<file path="config.mk">
export PLATFORM = sky130hd
export DESIGN_NAME = fwd_hazard_ctrl_flat
export DESIGN_NICKNAME = d
export VERILOG_FILES = /design/src/rtl/fwd_hazard_ctrl_if.sv /design/src/rtl/fwd_hazard_ctrl.sv /design/src/flat_wrapper.sv
export SDC_FILE = /design/constraint.sdc
export NUM_CORES = 1
export LEC_CHECK = 0
export ABC_CLOCK_PERIOD_IN_PS = 3200
export BUFFER_PORTS_ARGS = -buffer_cell sky130_fd_sc_hd__buf_2
export CAP_MARGIN = 25
export CORE_UTILIZATION = 60
export CTS_BUF_LIST = sky130_fd_sc_hd__clkbuf_8
export CTS_CLUSTER_DIAMETER = 30
export DETAILED_ROUTE_END_ITERATION = 6
export PLACE_DENSITY = 0.89
export RECOVER_POWER = 100
export SYNTH_ARGS = -nofsm -noshare
export SYNTH_HDL_FRONTEND = slang
export SYNTH_SLANG_ARGS = --single-unit
</file>
<file path="constraint.sdc">
create_clock -name clk -period 3.2 [get_ports clk]
set_input_delay 0.32 -clock clk [delete_from_list [all_inputs] [get_ports clk]]
set_output_delay 0.32 -clock clk [all_outputs]
set_load 0.02 [all_outputs]
</file>
<file path="src/rtl/fwd_hazard_ctrl_if.sv">
// ID-stage instruction descriptor and hazard/forwarding control outputs
// shared between the pipeline front end and fwd_hazard_ctrl.
interface fwd_hazard_ctrl_if #(
    parameter int REG_W = 5,
    parameter int CNT_W = 16
);
    logic             id_valid;
    logic [REG_W-1:0] id_rs;
    logic [REG_W-1:0] id_rt;
    logic             id_use_rs;
    logic             id_use_rt;
    logic [REG_W-1:0] id_dst;
    logic             id_reg_write;
    logic             id_mem_read;
    logic             flush;
    logic             stall;
    logic [1:0]       fwd_a_sel;
    logic [1:0]       fwd_b_sel;
    logic [CNT_W-1:0] stall_count;

    modport master (
        output id_valid, id_rs, id_rt, id_use_rs, id_use_rt,
               id_dst, id_reg_write, id_mem_read, flush,
        input  stall, fwd_a_sel, fwd_b_sel, stall_count
    );

    modport slave (
        input  id_valid, id_rs, id_rt, id_use_rs, id_use_rt,
               id_dst, id_reg_write, id_mem_read, flush,
        output stall, fwd_a_sel, fwd_b_sel, stall_count
    );
endinterface

</file>
<file path="src/rtl/fwd_hazard_ctrl.sv">
// Forwarding-select and load-use stall controller for a 5-stage MIPS pipeline.
// Shadows ID/EX, EX/MEM and MEM/WB destination info to steer the EX operand muxes.
module fwd_hazard_ctrl #(
    parameter int REG_W = 5,
    parameter int CNT_W = 16
) (
    input  logic             clk,
    input  logic             rst_n,
    fwd_hazard_ctrl_if.slave ctrl
);
    logic             idex_valid_q,     idex_valid_d;
    logic [REG_W-1:0] idex_rs_q,        idex_rs_d;
    logic [REG_W-1:0] idex_rt_q,        idex_rt_d;
    logic             idex_use_rs_q,    idex_use_rs_d;
    logic             idex_use_rt_q,    idex_use_rt_d;
    logic [REG_W-1:0] idex_dst_q,       idex_dst_d;
    logic             idex_reg_write_q, idex_reg_write_d;
    logic             idex_mem_read_q,  idex_mem_read_d;

    logic             exmem_valid_q,     exmem_valid_d;
    logic [REG_W-1:0] exmem_dst_q,       exmem_dst_d;
    logic             exmem_reg_write_q, exmem_reg_write_d;
    logic             exmem_mem_read_q,  exmem_mem_read_d;

    logic             memwb_valid_q,     memwb_valid_d;
    logic [REG_W-1:0] memwb_dst_q,       memwb_dst_d;
    logic             memwb_reg_write_q, memwb_reg_write_d;

    logic [CNT_W-1:0] stall_count_q, stall_count_d;

    logic                  stall;
    logic                  exmem_fwd_ok;
    logic                  memwb_fwd_ok;
    logic                  idex_load_ok;
    logic [1:0][REG_W-1:0] ex_src;
    logic [1:0]            ex_use;
    logic [1:0][REG_W-1:0] id_src;
    logic [1:0]            id_use;
    logic [1:0]            load_hit;
    logic [1:0][1:0]       sel;

    // A load in EX/MEM cannot forward; the stall ensures no real consumer sees it.
    assign exmem_fwd_ok = exmem_valid_q & exmem_reg_write_q & ~exmem_mem_read_q
                        & (exmem_dst_q != '0);
    assign memwb_fwd_ok = memwb_valid_q & memwb_reg_write_q & (memwb_dst_q != '0);
    assign idex_load_ok = idex_valid_q & idex_mem_read_q & idex_reg_write_q
                        & (idex_dst_q != '0);

    assign ex_src = {idex_rt_q, idex_rs_q};
    assign ex_use = {idex_use_rt_q, idex_use_rs_q};
    assign id_src = {ctrl.id_rt, ctrl.id_rs};
    assign id_use = {ctrl.id_use_rt, ctrl.id_use_rs};

    generate
        for (genvar gi = 0; gi < 2; gi++) begin : g_operand
            logic consumer;
            logic ex_hit;
            logic wb_hit;

            assign consumer = idex_valid_q & ex_use[gi];
            assign ex_hit   = consumer & exmem_fwd_ok & (exmem_dst_q == ex_src[gi]);
            assign wb_hit   = consumer & memwb_fwd_ok & (memwb_dst_q == ex_src[gi]);
            assign sel[gi]  = ex_hit ? 2'b01 : (wb_hit ? 2'b10 : 2'b00);

            assign load_hit[gi] = id_use[gi] & (idex_dst_q == id_src[gi]);
        end
    endgenerate

    assign stall = ctrl.id_valid & ~ctrl.flush & idex_load_ok & (|load_hit);

    assign ctrl.stall       = stall;
    assign ctrl.fwd_a_sel   = sel[0];
    assign ctrl.fwd_b_sel   = sel[1];
    assign ctrl.stall_count = stall_count_q;

    always_comb begin
        idex_valid_d     = ctrl.id_valid & ~stall & ~ctrl.flush;
        idex_rs_d        = ctrl.id_rs;
        idex_rt_d        = ctrl.id_rt;
        idex_use_rs_d    = ctrl.id_use_rs;
        idex_use_rt_d    = ctrl.id_use_rt;
        idex_dst_d       = ctrl.id_dst;
        idex_reg_write_d = ctrl.id_reg_write;
        idex_mem_read_d  = ctrl.id_mem_read;

        exmem_valid_d     = idex_valid_q;
        exmem_dst_d       = idex_dst_q;
        exmem_reg_write_d = idex_reg_write_q;
        exmem_mem_read_d  = idex_mem_read_q;

        memwb_valid_d     = exmem_valid_q;
        memwb_dst_d       = exmem_dst_q;
        memwb_reg_write_d = exmem_reg_write_q;

        stall_count_d = stall_count_q;
        if (stall && (stall_count_q != '1)) begin
            stall_count_d = stall_count_q + CNT_W'(1);
        end
    end

    always_ff @(posedge clk or negedge rst_n) begin
        if (!rst_n) begin
            idex_valid_q      <= 1'b0;
            idex_rs_q         <= '0;
            idex_rt_q         <= '0;
            idex_use_rs_q     <= 1'b0;
            idex_use_rt_q     <= 1'b0;
            idex_dst_q        <= '0;
            idex_reg_write_q  <= 1'b0;
            idex_mem_read_q   <= 1'b0;
            exmem_valid_q     <= 1'b0;
            exmem_dst_q       <= '0;
            exmem_reg_write_q <= 1'b0;
            exmem_mem_read_q  <= 1'b0;
            memwb_valid_q     <= 1'b0;
            memwb_dst_q       <= '0;
            memwb_reg_write_q <= 1'b0;
            stall_count_q     <= '0;
        end else begin
            idex_valid_q      <= idex_valid_d;
            idex_rs_q         <= idex_rs_d;
            idex_rt_q         <= idex_rt_d;
            idex_use_rs_q     <= idex_use_rs_d;
            idex_use_rt_q     <= idex_use_rt_d;
            idex_dst_q        <= idex_dst_d;
            idex_reg_write_q  <= idex_reg_write_d;
            idex_mem_read_q   <= idex_mem_read_d;
            exmem_valid_q     <= exmem_valid_d;
            exmem_dst_q       <= exmem_dst_d;
            exmem_reg_write_q <= exmem_reg_write_d;
            exmem_mem_read_q  <= exmem_mem_read_d;
            memwb_valid_q     <= memwb_valid_d;
            memwb_dst_q       <= memwb_dst_d;
            memwb_reg_write_q <= memwb_reg_write_d;
            stall_count_q     <= stall_count_d;
        end
    end
endmodule
</file>
<file path="src/flat_wrapper.sv">
// flat-port wrapper written by rule: the top's interface ports become plain ports
module fwd_hazard_ctrl_flat 
#(
    parameter int REG_W = 5,
    parameter int CNT_W = 16
)
  (clk, rst_n, ctrl_id_valid, ctrl_id_rs, ctrl_id_rt, ctrl_id_use_rs, ctrl_id_use_rt, ctrl_id_dst, ctrl_id_reg_write, ctrl_id_mem_read, ctrl_flush, ctrl_stall, ctrl_fwd_a_sel, ctrl_fwd_b_sel, ctrl_stall_count);
  fwd_hazard_ctrl_if #(.REG_W(REG_W), .CNT_W(CNT_W)) ctrl_i ();
  input  logic clk;
  input  logic rst_n;
  input wire logic [$bits(ctrl_i.id_valid)-1:0] ctrl_id_valid;
  input wire logic [$bits(ctrl_i.id_rs)-1:0] ctrl_id_rs;
  input wire logic [$bits(ctrl_i.id_rt)-1:0] ctrl_id_rt;
  input wire logic [$bits(ctrl_i.id_use_rs)-1:0] ctrl_id_use_rs;
  input wire logic [$bits(ctrl_i.id_use_rt)-1:0] ctrl_id_use_rt;
  input wire logic [$bits(ctrl_i.id_dst)-1:0] ctrl_id_dst;
  input wire logic [$bits(ctrl_i.id_reg_write)-1:0] ctrl_id_reg_write;
  input wire logic [$bits(ctrl_i.id_mem_read)-1:0] ctrl_id_mem_read;
  input wire logic [$bits(ctrl_i.flush)-1:0] ctrl_flush;
  output wire logic [$bits(ctrl_i.stall)-1:0] ctrl_stall;
  output wire logic [$bits(ctrl_i.fwd_a_sel)-1:0] ctrl_fwd_a_sel;
  output wire logic [$bits(ctrl_i.fwd_b_sel)-1:0] ctrl_fwd_b_sel;
  output wire logic [$bits(ctrl_i.stall_count)-1:0] ctrl_stall_count;
  assign ctrl_i.id_valid = ctrl_id_valid;
  assign ctrl_i.id_rs = ctrl_id_rs;
  assign ctrl_i.id_rt = ctrl_id_rt;
  assign ctrl_i.id_use_rs = ctrl_id_use_rs;
  assign ctrl_i.id_use_rt = ctrl_id_use_rt;
  assign ctrl_i.id_dst = ctrl_id_dst;
  assign ctrl_i.id_reg_write = ctrl_id_reg_write;
  assign ctrl_i.id_mem_read = ctrl_id_mem_read;
  assign ctrl_i.flush = ctrl_flush;
  assign ctrl_stall = ctrl_i.stall;
  assign ctrl_fwd_a_sel = ctrl_i.fwd_a_sel;
  assign ctrl_fwd_b_sel = ctrl_i.fwd_b_sel;
  assign ctrl_stall_count = ctrl_i.stall_count;
  fwd_hazard_ctrl #(.REG_W(REG_W), .CNT_W(CNT_W)) u_core (.clk(clk), .rst_n(rst_n), .ctrl(ctrl_i));
endmodule
</file>
# Yosys cells after proc, flatten, opt, wreduce, memory -nomap -nowiden

Cells that the tools add are included.

Logic and storage cells: 61
Register bits: 51
Output and inout bits: 21
Bits of input ports: 23

Equal/unequal tests: 7
Reductions and logical operators: 5
Muxes and demuxes: 4
Bitwise operators: 28
$add $sub $neg: 1

Operator list:

| kind                                                            | count |
|---|---|
| 5-bit equality test                                             | 6 |
| 1-bit bitwise AND                                               | 25 |
| 16-bit by 1-bit adder with 16-bit output, second input constant | 1 |
| 16-bit inequality test, second input constant                   | 1 |
| 5-bit nonzero test                                              | 3 |
| 2-bit two-way mux                                               | 4 |
| 1-bit inverter                                                  | 3 |
| 2-bit OR reduction                                              | 1 |
| 1-bit logical AND                                               | 1 |

# Logic depth before layout (Yosys ltp)

Word-level depth: 8
Mapped depth: 7

# Least setup slack after synthesis

Ideal clock, no wire load.

Kind: register to output
Start: register u_core.exmem_dst_q[0]
End: output port ctrl_fwd_a_sel[1]
Data required time: 2.880 ns
Path slack: 1.174 ns
Data arrival time: 1.706 ns
Stages on the path, launching flop included: 5
Cell sequence: dfrtp_1 or4_1 o21ai_0 nor3_1 nor3_1

Word-level cells in the longest chain between the ends: 5

RTL lines:

| what                           | RTL line               | text |
|---|---|---|
| start, declared                | fwd_hazard_ctrl.sv:21  | `logic [REG_W-1:0] exmem_dst_q, exmem_dst_d;` |
| start signal, assigned         | fwd_hazard_ctrl.sv:129 | `exmem_dst_q <= exmem_dst_d;` |
| 5-bit nonzero test             | fwd_hazard_ctrl.sv:44  | `& (exmem_dst_q != '0);` |
| 1-bit bitwise AND              | fwd_hazard_ctrl.sv:44  |  |
| 1-bit bitwise AND              | fwd_hazard_ctrl.sv:61  | `assign ex_hit = consumer & exmem_fwd_ok & (exmem_dst_q == ex_src[gi]);` |
| 1-bit bitwise AND (*)          | fwd_hazard_ctrl.sv:61  |  |
| net u_core.g_operand[0].ex_hit | fwd_hazard_ctrl.sv:57  | `logic ex_hit;` |
| 2-bit two-way mux (*)          | fwd_hazard_ctrl.sv:63  | `assign sel[gi] = ex_hit ? 2'b01 : (wb_hit ? 2'b10 : 2'b00);` |
| end, declared                  | flat_wrapper.sv:21     | `output wire logic [$bits(ctrl_i.fwd_a_sel)-1:0] ctrl_fwd_a_sel;` |

Mark *: on every way through the listed nets, which the timed path passes. The rest lies on a longest branch.

# Final worst setup path

Start: register u_core.idex_dst_q[1] (netlist: u_core.exmem_dst_d[1])
End: output port ctrl_stall

Word-level cells in the longest chain between the ends: 4

RTL lines:

| what                                                      | RTL line                                     | text |
|---|---|---|
| start, declared                                           | fwd_hazard_ctrl.sv:16                        | `logic [REG_W-1:0] idex_dst_q, idex_dst_d;` |
| start signal, assigned                                    | fwd_hazard_ctrl.sv:125                       | `idex_dst_q <= idex_dst_d;` |
| 5-bit equality test or 5-bit nonzero test (tied branches) | fwd_hazard_ctrl.sv:65, fwd_hazard_ctrl.sv:47 |  |
| 1-bit bitwise AND, on equally long branches               | fwd_hazard_ctrl.sv:65, fwd_hazard_ctrl.sv:47 |  |
| 2-bit OR reduction or 1-bit bitwise AND (tied branches)   | fwd_hazard_ctrl.sv:69                        | `assign stall = ctrl.id_valid & ~ctrl.flush & idex_load_ok & (\|load_hit);` |
| 1-bit bitwise AND (*)                                     | fwd_hazard_ctrl.sv:69                        |  |
| end, declared                                             | flat_wrapper.sv:20                           | `output wire logic [$bits(ctrl_i.stall)-1:0] ctrl_stall;` |

Every way passes the cells marked *; elsewhere a longest branch is shown, timed or not.

==> results.py <==
metrics = {
    "final_layout": {
        "syn_to_final_growth_pct": 15.4,
        "final_core_util_pct": 73.4,
        "layout-drive-gt1-share_pct": 11.5,
        "postLayoutCellArea_um2": 2470,
        "diodes": 0,
        "nets": 241,
    },
    "timing": {
        "report.final.slew_viol_count": 0,
        "setup_viol": 0,
        "fin_skew_ns": 0.00604,
        "rsz0062_at_grt": "no",
        "fin_crit_sh_pct": 84.8,
        "fin_setup_tns_ns": 0,
        "relSlewSlack_pct": 24.3,
        "worst_slew_pin_slew_ns": 1.14,
        "hold_viol": 0,
        "layout_setup_ws_ns": 0.486,
        "max_freq_mhz": 368,
        "fin_crit_ns": 2.71,
    },
    "grt": {
        "antenna_found_initial": 0,
        "grt_pass1_wl_um": 6540,
        "grt_max_degree": 31,
        "grt_pass1_vias": 1386,
        "grt_overflow": 0,
        "track_usage_pct": 25.3,
    },
    "route": {
        "vias": 1482,
        "top_layer_used": "met4",
        "drt-initial-drc-count": 88,
        "finalWirelength_um": 4250,
        "antenna_left": 0,
        "wl_met2_um": 2070,
        "remaining_drc_errors": 0,
        "wl_met3_um": 196,
        "drt-vias-per-instance": 5.61,
        "wire_per_inst_um": 16.1,
        "dr.pass1.iters": 4,
        "drt-met1-wl_um": 1890,
    },
    "critical_path": {
        "critPathSlowestCell": "o22ai_1",
        "path_class": "register to output pin",
        "crit_chain": "xnor2_1 -> nand4_1 -> o22ai_1 -> nor2b_1 -> buf_2",
        "reg2reg_from": "u_core.exmem_dst_d[1]",
        "required_ns": 2.88,
        "crit_buf_inv": 1,
        "cpPeakStageDelay_ns": 0.83,
        "reg2reg_depth": 5,
        "start_kind": "register",
        "cp-end-kind": "output pin",
        "cp_top_family": "compound AO/OA/AOI/OAI gates",
        "worstPathMaxFanout": 16,
        "path_depth": 5,
        "regToRegSetupSlack_ns": 0.79,
        "crit_arrival_ns": 2.39,
        "timing.rr.end": "u_core.ctrl.stall_count[15]",
    },
    "synthesis": {
        "synth_area_leader_cell": "dfrtp_1",
        "ys_seq_elements": 51,
        "synth-edff-count": 0,
        "syn_nets": 193,
        "synth_most_common_cell": "dfrtp_1",
        "synth_common_cells": "dfrtp_1 (51), xnor2_1 (37), nand4_1 (14)",
        "ys.flop_type": "dfrtp_1",
        "netlist_instances": 169,
        "ys_types": 31,
        "ys_seq_area_share_pct": 59.7,
        "netlist_area_um2": 2140,
        "synthArstFlopShare_pct": 100,
        "synth_top_area_share_pct": 59.7,
        "synth_warnings": 0,
        "yosys-top-cells-area": "dfrtp_1 (60%), xnor2_1 (15%), nand4_1 (4.1%), xor2_1 (2.5%), nand3_1 (1.9%)",
        "postSynthAreaPerCell_um2": 12.7,
    },
    "placed_design": {
        "place.gp.congestion": 0.854,
        "postPlaceCellArea_um2": 2390,
        "pre_cts_slack_ns": 1.07,
        "dp_hpwl_um": 3200,
        "port_buffers": 43,
    },
    "floorplan": {
        "ios": 44,
        "die_area_um2": 3810,
        "placementRows": 21,
        "core_region_area_um2": 3360,
        "fp.dieH_um": 61.7,
        "initial_core_util_pct": 63.6,
        "die_w_um": 61.7,
    },
    "clocking": {
        "cts-root-buf": "clkbuf_8",
        "clk_path_buf_depth": 2,
        "cts_sinks": 51,
        "path_clk_slew_ns": 0.09,
        "htreeDepth": 2,
        "post_cts_buffers": 0,
        "cts_made_buffers": 5,
        "clk_latency_ns": 0.31,
        "cts_tree": "built",
    },
    "power": {
        "p_per_area_nw_per_um2": 494,
        "vdd_drop_max_uv": 401,
        "finalPower_mw": 1.22,
        "power_leakage_nw": 0.998,
    },
    "run_status": {
        "status": "complete, no violations",
    },
    "min_path": {
        "holdPathStages": 1,
        "min_path_type": "input pin to register",
        "worstHoldStart": "ctrl_id_mem_read",
        "min_delay_worst_endpoint": "u_core.exmem_mem_read_d",
    },
    "flow_run": {
        "max-cap-violations": 0,
    },
}
-- layout make-up --
class                   count  area [um2]
multi-input cells         114         828
well taps                  46        57.6
repair buffers             45         189
fillers                   272         895
flip-flops and latches     51        1280
clock buffers               6        82.6
clock inverters             2        35.0
-- registers in the layout, indices dropped and copies added (netlist names), 5 cells and up --
signal / flops
u_core.idex_rs_q: 5
u_core.ctrl.stall_count: 16
u_core.exmem_dst_d: 5
u_core.exmem_dst_q: 5
u_core.idex_rt_q: 5
u_core.memwb_dst_q: 5
-- cell usage in the layout (no fill, tap or decap), types with 2 or more instances in the layout --
cell	n
mux2_2	2
xnor2_1	37
nor4_1	4
nor2_1	6
or4_1	4
nor4bb_1	2
clkbuf_1	33
dfrtp_1	51
buf_2	10
xor2_1	6
nand3_1	8
clkbuf_8	6
nand2_1	10
nor3_1	2
and3_1	3
nand4_1	14
-- cell families after synthesis --
logic type | Yosys count | share of synthesized area, %
fa+ha+maj | 1 | 0.585
flops | 51 | 59.7
compound gates | 4 | 1.76
xor+xnor | 43 | 17.6
mux | 3 | 1.58
simple gates | 63 | 17.5
buf+inv | 4 | 1.29
-- per-layer routing --
metal | up-vias | track usage, %
met4 | 0 | 10.8
met1 | 739 | 34.4
met5 | - | 0
met3 | 8 | 7.66
met2 | 50 | 38.4
li1 | 685 | -
-- stage by stage --
step                      hold WS [ns]  std cells
after global placement           0.296        255
after detailed placement         0.302        255
final                            0.112        264
after floorplan                 0.0244        169
after global routing             0.102        264
after CTS                        0.108        264
-- power by group --
group | internal [mW] | switching [mW]
Sequential | 0.667 | 0.0239
Combinational | 0.0357 | 0.0395
Clock | 0.253 | 0.201
Total | 0.955 | 0.264
-- worst max path at each step --
stage | slack, ns | startpoint | end
global route | 0.36 | u_core.exmem_dst_d[1] | ctrl_stall
CTS | 0.78 | u_core.exmem_dst_d[1] | ctrl_stall
floorplan | 1.17 | u_core.exmem_dst_q[0] | ctrl_fwd_a_sel[1]
global placement | 1.15 | u_core.exmem_dst_d[1] | ctrl_stall
detailed placement | 1.07 | u_core.exmem_dst_d[1] | u_core.ctrl.stall_count[15]
finish | 0.49 | u_core.exmem_dst_d[1] | ctrl_stall
-- timing repair --
item,CTS,global route
hold buffers,1,0
hold endpoints to repair,21,0
resized for setup,0,0
Power figures use the tool's default switching activity.
